`src/rtl/reg_dump.sv`:
```
// Sequential register-file reader: walks FIRST_ADDR..LAST_ADDR through one read
// port and streams (address, data) pairs over a valid/ready handshake.
module reg_dump #(
  parameter int FIRST_ADDR = 0,
  parameter int LAST_ADDR  = 31
) (
  input  logic        clk,
  input  logic        rst,
  input  logic        start,
  input  logic        abort,
  output logic [4:0]  R_addr,
  input  logic [31:0] rdata,
  output logic [4:0]  dump_addr,
  output logic [31:0] dump_data,
  output logic        dump_valid,
  input  logic        dump_ready,
  output logic        busy,
  output logic        done
);

  localparam logic [4:0] FIRST = 5'(FIRST_ADDR);
  localparam logic [4:0] LAST  = 5'(LAST_ADDR);

  typedef enum logic [1:0] {IDLE, READ, HOLD} state_t;

  state_t      state, state_n;
  logic [4:0]  ptr, ptr_n;
  logic [4:0]  dump_addr_n;
  logic [31:0] dump_data_n;
  logic        dump_valid_n, busy_n, done_n;

  // The read port address is the pointer register itself.
  assign R_addr = ptr;

  always_ff @(posedge clk or negedge rst) begin
    if (!rst) begin
      state      <= IDLE;
      ptr        <= '0;
      dump_addr  <= '0;
      dump_data  <= '0;
      dump_valid <= 1'b0;
      busy       <= 1'b0;
      done       <= 1'b0;
    end else begin
      state      <= state_n;
      ptr        <= ptr_n;
      dump_addr  <= dump_addr_n;
      dump_data  <= dump_data_n;
      dump_valid <= dump_valid_n;
      busy       <= busy_n;
      done       <= done_n;
    end
  end

  always_comb begin
    state_n      = state;
    ptr_n        = ptr;
    dump_addr_n  = dump_addr;
    dump_data_n  = dump_data;
    dump_valid_n = dump_valid;
    busy_n       = busy;
    done_n       = 1'b0;
    case (state)
      IDLE: begin
        if (start) begin
          state_n = READ;
          ptr_n   = FIRST;
          busy_n  = 1'b1;
        end
      end
      READ: begin
        if (abort) begin
          state_n = IDLE;
          busy_n  = 1'b0;
        end else begin
          dump_data_n  = rdata;
          dump_addr_n  = ptr;
          dump_valid_n = 1'b1;
          state_n      = HOLD;
        end
      end
      HOLD: begin
        // Abort wins over a handshake landing on the same edge.
        if (abort) begin
          state_n      = IDLE;
          dump_valid_n = 1'b0;
          busy_n       = 1'b0;
        end else if (dump_valid && dump_ready) begin
          dump_valid_n = 1'b0;
          if (ptr == LAST) begin
            state_n = IDLE;
            busy_n  = 1'b0;
            done_n  = 1'b1;
          end else begin
            ptr_n   = ptr + 5'd1;
            state_n = READ;
          end
        end
      end
      default: state_n = IDLE;
    endcase
  end

endmodule

```
`config.mk`:
```
export PLATFORM = sky130hd
export DESIGN_NAME = reg_dump
export DESIGN_NICKNAME = d
export VERILOG_FILES = /design/src/rtl/reg_dump.sv
export SDC_FILE = /design/constraint.sdc
export NUM_CORES = 1
export LEC_CHECK = 0
export CAP_MARGIN = 20
export CORE_MARGIN = 4
export CORE_UTILIZATION = 35
export CTS_CLUSTER_DIAMETER = 100
export DETAILED_ROUTE_END_ITERATION = 6
export GPL_TIMING_DRIVEN = 0
export PLACE_DENSITY = 0.67
export SLEW_MARGIN = 20
export SYNTH_ARGS = -nofsm -noshare
export SYNTH_HDL_FRONTEND = slang
export SYNTH_SLANG_ARGS = --single-unit
```
`constraint.sdc`:
```
create_clock -name clk -period 2.8 [get_ports clk]
set_clock_uncertainty 0.2 [all_clocks]
set_input_delay 0.42 -clock clk [delete_from_list [all_inputs] [get_ports clk]]
set_output_delay 0.42 -clock clk [all_outputs]
set_load 0.005 [all_outputs]
```
* Word level (Yosys, flattened, before mapping)
Cells that the tools add are included.
W data, S select, Z words.
** Storage, ports and cells
- Register bits :: 47
- Input bits :: 37
- Output and inout bits :: 45
** Cells by class
- $add $sub $neg :: 1
- Equality and inequality tests :: 11
- Multiplexer cells :: 25
- Bitwise gates (word level) :: 1
- Reductions and logical operators :: 10
** Operators by type and width (number)
- $mux W5 :: 4
- $mux W1 :: 13
- $ne A2 B2 Y1 const B :: 6
- $pmux W5 S2 :: 1
- $reduce_and A5 Y1 :: 2
- $mux W2 :: 4
- $ne A3 B3 Y1 const B :: 2
- $pmux W2 S3 :: 1
- $add A5 B1 Y5 const B :: 1
- $eq A5 B5 Y1 const B :: 1
- $reduce_and A2 Y1 :: 2
- $reduce_bool A2 Y1 :: 2
- $pmux W1 S3 :: 1
- $reduce_and A3 Y1 :: 1
- $reduce_bool A3 Y1 :: 1
- $eq A2 B1 Y1 const B :: 1
- $eq A2 B2 Y1 const B :: 1
- $logic_not A2 Y1 :: 1
- $pmux W1 S2 :: 1
- $logic_and A1 B1 Y1 :: 1
- $not A1 Y1 :: 1

* Longest topological paths before layout
Gate-level depths: netlist (run 1).
- Depth after elaboration :: 5
- Gate-level depth with buffers :: 8

* Worst setup path before layout (run 1)
OpenSTA, ideal clock, no wires.
- Path kind :: register to register
- Start point :: register ptr[0] (netlist: R_addr[0])
- End point :: register ptr[0] (netlist: R_addr[0])
- Arrival time :: 1907 ps
- Required time :: 2531 ps
- Slack :: 624 ps
- Cell stages (with the launch flop) :: 8
- Path buffers :: 1
- Clock period less this slack :: 2176 ps
- Path through :: dfrtp_1 -> ha_1 -> and3_1 -> ha_1 -> o31a_1 -> buf_6 -> or4_1 -> nand3_1
** Between the ends
- Longest elaborated chain between the ends :: 5
- Elaborated cells between the ends (all ways) :: 8
** Ends and longest elaborated chain
- start: declaration :: line 27 : logic [4:0] ptr, ptr_n;
- start signal: assignment :: line 46 : ptr <= ptr_n;
- $add A5 B1 Y5 :: line 95 : ptr_n = ptr + 5'd1;
- $mux W5 :: line 90 : if (ptr == LAST) begin
- $mux W5 :: line 88 : end else if (dump_valid && dump_ready) begin
- $mux W5 :: line 84 : if (abort) begin
- $pmux W5 S2 :: line 63 : case (state)
Several ways; a longest one is shown, not always the timed one. The select of a mux whose other input is x is not followed.
A chain may end at the register's enable or synchronous reset.

* Worst setup path in the final report (run 1)
Same ends and word-level chain as after synthesis.

==> reports/summary.txt, run 1 <==
Htree depth = 2
Most frequent cells in the layout = clkdlybuf4s50_1 (80), dfrtp_1 (47), mux2_2 (37), nand2_1 (13)
Nets = 281
Register area share after synthesis = 59.0%
Synth area leaders = dfrtp_1 (59%), mux2_2 (21%), ha_1 (3.8%)
Critical path peak fanout = 10
Crit path max-delay cell type = dfrtp_1
Worst Max-Slew Pin Slew = 522 ps
Max-cap violations = 0
CP Launch Type = register
TritonRoute pass-1 iters = 4
Vias = 1448
Commonest non-fill, non-tap cell in the layout = clkdlybuf4s50_1
Diode count = 0
Cell Count, Final, Fillers Out = 311
Worst Hold Class = register to register
CTS root buf = clkbuf_8
Crit Path Class = register to register
Largest net degree at the start of global routing = 26
Post-synthesis cell area = 1990 um^2
Gpl congestion = 0.722
Synth top area share = 59.0%
Final Critical Period = 2300 ps
Crit end category = register
Worst path cell trace = ha_1, and3_1, ha_1, o31a_1, buf_6, or4_1, nand3_1
Yosys cell types = 26
GRT overflow = 0
TritonCTS buffer count = 5
Worst-Skew Late Latency = 290 ps
Most frequent CP cell = ha_1
Placed cell count = 302
Static Leak = 1.28 nW
FF+latch count, synth = 47
Post-synthesis instance total = 148
Clock Pin Slew Worst Setup and Hold Paths = 80 ps
RSZ-0062 raised after global routing = false
Area grow syn2layout = 50.5%
Hpwl dp = 3.27 mm
CTS Buffer Depth = 2
PwrDens = 916 nW/um^2
Routed length per placed instance = 13.8 um
Final core utilization = 54.5%
# IOs = 82
Drt drc = 0
Final Slew Violations = 0
Avg Inst Size Synth = 13.5 um^2
Die width = 83.5 um
Initial DRC Count = 35
Initial antenna violation count = 0
Vias in the first global route = 1429
Routed Antenna Nets = 0
Share of cells above drive strength 1 = 22.2%
Port-buffer cells = 81
Final setup vio count = 0
Outcome = finished clean
Fin. Hold Viols = 0
Worst vdd ir = 0.452 mV
Starting density of the core = 36.2%
TritonCTS clock tree = built
Net Count, Synth = 191
Reg2Reg Setup Slack = 500 ps
Tot GR Track Use = 12.4%
Final wirelength = 4.30 mm
Critical Path AT = 2340 ps
Core Area = 5510 um^2
Ys Warns = 0
Min Hold Slack = 307 ps
CP peak stage delay = 450 ps
Num Clock Sinks = 47
Die area = 6970 um^2
Cell taking the most area after synthesis = dfrtp_1
Mean number of vias per cell = 4.66
Worst Path Required = 2830 ps
Row Count = 27
First-pass GRT wire length = 6.89 mm
Worst rel slew slack = 65.2%
DIE HEIGHT = 83.5 um
Max Freq = 434 MHz
Fin crit share = 82.3%
per-layer routing:
layer | track usage [%] | share of wire [%] | up-vias
li1 | - | - | 702
met1 | 14.7 | 42 | 694
met2 | 20.4 | 48 | 45
met3 | 5.33 | 8.0 | 7
met4 | 3.95 | 1.4 | 0
met5 | 0 | 0 | -
critical path: cells and delay by family, from the launching register on:
| family | cells | cell delay (ps) |
|---|---|---|
| and+or+nand+nor | 3 | 630 |
| adders and majority gates | 2 | 500 |
| DFF | 1 | 450 |
| AOI/OAI and AO/OA | 1 | 320 |
| buffers and inverters | 1 | 140 |
per-stage QoR:
stage	total power, mW	area (um^2)	setup slack, ps	TNS, ps
6_report	2.75	3000	496	0
5_1_grt	2.95	3000	398	0
4_1_cts	2.81	3000	499	0
3_5_place_dp	2.40	2910	330	0
3_3_place_gp	2.37	2890	-324	-15130
2_1_floorplan	1.68	1990	624	0
report_power, final:
| part | internal [mW] | switching [mW] | leakage (nW) |
|---|---|---|---|
| sequential | 0.957 | 0.148 | 0.577 |
| clock | 0.176 | 0.215 | 0.0422 |
| combinational | 0.828 | 0.425 | 0.662 |
| total | 1.96 | 0.788 | 1.28 |
flip-flops by register name, summed over array words and instances, names as in the netlist:
register / count
R_addr: 5
busy: 1
done: 1
dump_addr: 5
dump_data: 32
dump_valid: 1
state: 2
timing repair:
| action | in CTS | in global routing |
|---|---|---|
| hold buffers | 1 | 0 |
| endpoints found under the hold margin | 22 | 0 |
| setup buffers | 0 | 0 |
| resized for setup | 0 | 0 |
final cells by class:
class                   count  area [um^2]
plain buffers               6         38.8
clock buffers               7         76.3
clock inverters             1         5.00
fillers                   483         2510
inverters                   6         22.5
multi-input cells          89          756
flip-flops and latches     47         1180
well taps                  72         90.1
repair buffers             83          836
path summary, 6_finish.rpt:
path | startpoint | end | cells after the start
max | R_addr[0] | R_addr[0] | 7
min | dump_data[28] | dump_data[28] | 1
max reg2reg | R_addr[0] | R_addr[0] | 7
min reg2reg | dump_data[28] | dump_data[28] | 1
max in group asynchronous | rst | dump_data[16] | 3
min in group asynchronous | rst | state[0] | 2
Yosys cell counts, drive strengths merged:
| cell | number |
|---|---|
| nand2 | 13 |
| or4 | 1 |
| nand3 | 6 |
| mux2 | 37 |
| nor2 | 5 |
| nand4 | 1 |
| o31ai | 1 |
| nand2b | 1 |
| dfrtp | 47 |
| mux2i | 1 |
| inv | 6 |
| and2 | 2 |
| and4bb | 1 |
| ha | 6 |
| o21ai | 2 |
| a21oi | 2 |
| a22oi | 1 |
| o31a | 1 |
| and3 | 1 |
| o22ai | 1 |
| o211ai | 2 |
| nor4 | 1 |
| o41ai | 3 |
| buf | 6 |
kinds of logic (layout without fill, tap and decap cells):
logic type / count (synthesis) / in the layout / synth area share (%)
multiplexers: 38 / 38 / 21.4
AND/OR/NAND/NOR: 32 / 32 / 8.16
adder cells (fa/ha/maj): 6 / 6 / 3.77
buffers and inverters: 12 / 103 / 3.08
AO/OA/AOI/OAI: 13 / 13 / 4.58
flip-flops: 47 / 47 / 59.0
(Power assumes the default switching activity.)
==> inputs of run 2 (changes only) <==
Settings changed: PLACE_DENSITY 0.67 to 0.7.
Clock period 2.8 ns to 1.9 ns, I/O delays scaled along.
==> run 2 against run 1 <==
  * Total power up 63%
  * Hold slack better by 2.2 ps
  * The run now ends with negative setup slack left
  * Via count up 8.4%
==> reports/summary.txt, run 2 (synthesized netlist as in run 1, its figures left out) <==
Sw Ratio = 29.5% (was 28.7%)
Final wirelength = 4.86 mm (was 4.30 mm)
Failing checks = negative setup slack
Critical path peak fanout = 4 (was 10)
Fin. Hold Viols = 0 (unchanged)
GRT overflow = 0 (unchanged)
Fin crit share = 104% (was 82.3%)
Drt drc = 0 (unchanged)
Fill count = 469 (was 483)
Nets = 302 (was 281)
Port-buffer cells = 81 (unchanged)
Share of power burned in combinational logic = 50.5% (was 45.6%)
CTS Buffer Depth = 2 (unchanged)
TritonCTS clock tree = built (unchanged)
Routed length per placed instance = 14.7 um (was 13.8 um)
Worst rel slew slack = 61.0% (was 65.2%)
Die area = 6970 um^2 (unchanged)
Core Area = 5510 um^2 (unchanged)
Vias = 1570 (was 1448)
Initial antenna violation count = 0 (unchanged)
RSZ-0062 raised after global routing = true (was false)
Htree depth = 2 (unchanged)
Int Power = 3.16 mW (was 1.96 mW)
Die width = 83.5 um (unchanged)
Crit end category = register (unchanged)
First-pass GRT wire length = 7.80 mm (was 6.89 mm)
Worst Path Required = 1940 ps (was 2830 ps)
Initial DRC Count = 39 (was 35)
Num Clock Sinks = 47 (unchanged)
Hpwl dp = 3.23 mm (was 3.27 mm)
Outcome = complete, but fails checks (was finished clean)
DIE HEIGHT = 83.5 um (unchanged)
Clock Pin Slew Worst Setup and Hold Paths = 90 ps (was 80 ps)
Sequential cell area = 1180 um^2 (about the same)
Final Slew Violations = 0 (unchanged)
Gpl congestion = 0.788 (was 0.722)
Row Count = 27 (unchanged)
Vias in the first global route = 1663 (was 1429)
Static Leak = 1.43 nW (was 1.28 nW)
Commonest non-fill, non-tap cell in the layout = clkdlybuf4s50_1 (unchanged)
Cell Area, Placed = 2910 um^2 (about the same)
Largest net degree at the start of global routing = 26 (unchanged)
Crit Path Class = register to register (unchanged)
Clk pwr share = 13.4% (was 14.2%)
Worst vdd ir = 0.625 mV (was 0.452 mV)
Min Hold Slack = 309 ps (was 307 ps)
Share of cells above drive strength 1 = 36.2% (was 22.2%)
Area grow syn2layout = 66.6% (was 50.5%)
Net Switching = 1.33 mW (was 788 uW)
CP Launch Type = register (unchanged)
Max FFs per register = 32 (unchanged)
Setup ws final = -81.5 ps (was 496 ps)
Diode count = 0 (unchanged)
FF-to-FF End = R_addr[0] (unchanged)
Multi-input logic area = 853 um^2 (was 756 um^2)
Mean number of vias per cell = 4.73 (was 4.66)
Tot Pwr = 4.49 mW (was 2.75 mW)
PwrDens = 1350 nW/um^2 (was 916 nW/um^2)
Starting density of the core = 36.2% (unchanged)
Seq pwr share = 36.1% (was 40.2%)
Critical Path AT = 2020 ps (was 2340 ps)
Worst r2r src = R_addr[0] (unchanged)
Most frequent cells in the layout = clkdlybuf4s50_1 (79), dfrtp_1 (45), mux2_2 (37), buf_4 (16), nand2_1 (11) (was clkdlybuf4s50_1 (80), dfrtp_1 (47), mux2_2 (37), nand2_1 (13))
Max-cap violations = 0 (unchanged)
Top reg by flops = dump_data (unchanged)
Final core utilization = 60.3% (was 54.5%)
Routed Antenna Nets = 0 (unchanged)
Reg2Reg Setup Slack = -80 ps (was 500 ps)
Cell area after layout = 3320 um^2 (was 3000 um^2)
CTS root buf = clkbuf_8 (unchanged)
Worst Max-Slew Pin Slew = 585 ps (was 522 ps)
Worst-Skew Late Latency = 300 ps (was 290 ps)
# IOs = 82 (unchanged)
Max Freq = 505 MHz (was 434 MHz)
Final setup vio count = 5 (was 0)
Final Critical Period = 1980 ps (was 2300 ps)
TritonRoute pass-1 iters = 4 (unchanged)
Worst-case reg-to-reg path depth = 6 (was 7)
TritonCTS buffer count = 5 (unchanged)
Worst Hold Class = primary input to asynchronous set/reset pin (was register to register)
Fin Setup TNS = -226 ps (was 0 ps)
Tot GR Track Use = 13.8% (was 12.4%)
[run 2: changes by cell type in the layout (fill, tap and decap cells not counted), moves of 3 or more]
| cell | change |
|---|---|
| clkbuf_4 | +3 |
| buf_2 | -4 |
| buf_6 | +5 |
| buf_4 | +15 |
| ha_4 | +3 |
| ha_1 | -3 |
[run 2: cell type report]
cell class                      count  area share (%)
Clock inverter                      3           0.565
Buffer                              5            1.58
Multi-Input combinational cell     89            25.7
Inverter                            6           0.678
Tap cell                           72            2.71
Timing Repair Buffer              105            31.2
Sequential cell                    47            35.5
Clock buffer                        5            2.07
[run 2: timing repair]
| action | CTS | global route |
|---|---|---|
| setup buffers | 12 | 8 |
| hold buffers | 1 | 0 |
| endpoints found under the hold margin | 24 | 0 |
| gates resized for setup | 15 | 20 |
| gates cloned | 0 | 2 |
| endpoints found under the setup margin | 16 | 36 |
| pin swaps | 4 | 4 |
[run 2: per-stage QoR]
step | instances | setup WS (ps)
2_1_floorplan | 148 | -134
3_3_place_gp | 301 | -1060
3_5_place_dp | 302 | -404
4_1_cts | 323 | -110
5_1_grt | 332 | -179
6_report | 332 | -81.5
[run 2: layer usage]
| layer | global-route usage [%] | wire length [um] |
|---|---|---|
| met4 | 4.24 | 66 |
| met1 | 16.4 | 2020 |
| met3 | 5.33 | 366 |
| met5 | 0 | 0 |
| met2 | 23.0 | 2410 |
[run 2: critical path: stages, from the launching register on]
cell     delay, ps
dfrtp_2        440
ha_4           170
and3_4         150
ha_4           160
o31a_1         300
or4_4          440
nand3_2         70
[run 2: power groups by stage]
stage / Combinational [mW] / Clock [mW] / Sequential (mW)
floorplan: 0.813 / 0 / 1.67
global placement: 1.86 / 0 / 1.63
detailed placement: 1.88 / 0 / 1.64
CTS: 2.07 / 0.633 / 1.62
global route: 2.47 / 0.674 / 1.68
finish: 2.27 / 0.602 / 1.62
[run 2: how the worst max path moves through the flow]
stage,depth (start not counted),to,slack [ps],startpoint
2_1_floorplan,7,R_addr[0],-130,R_addr[1]
4_1_cts,7,R_addr[0],-110,R_addr[0]
5_1_grt,6,R_addr[3],-180,R_addr[0]
3_5_place_dp,5,dump_data[5],-400,abort
3_3_place_gp,1,dump_data[19],-1060,rst
6_report,6,R_addr[0],-80,R_addr[0]
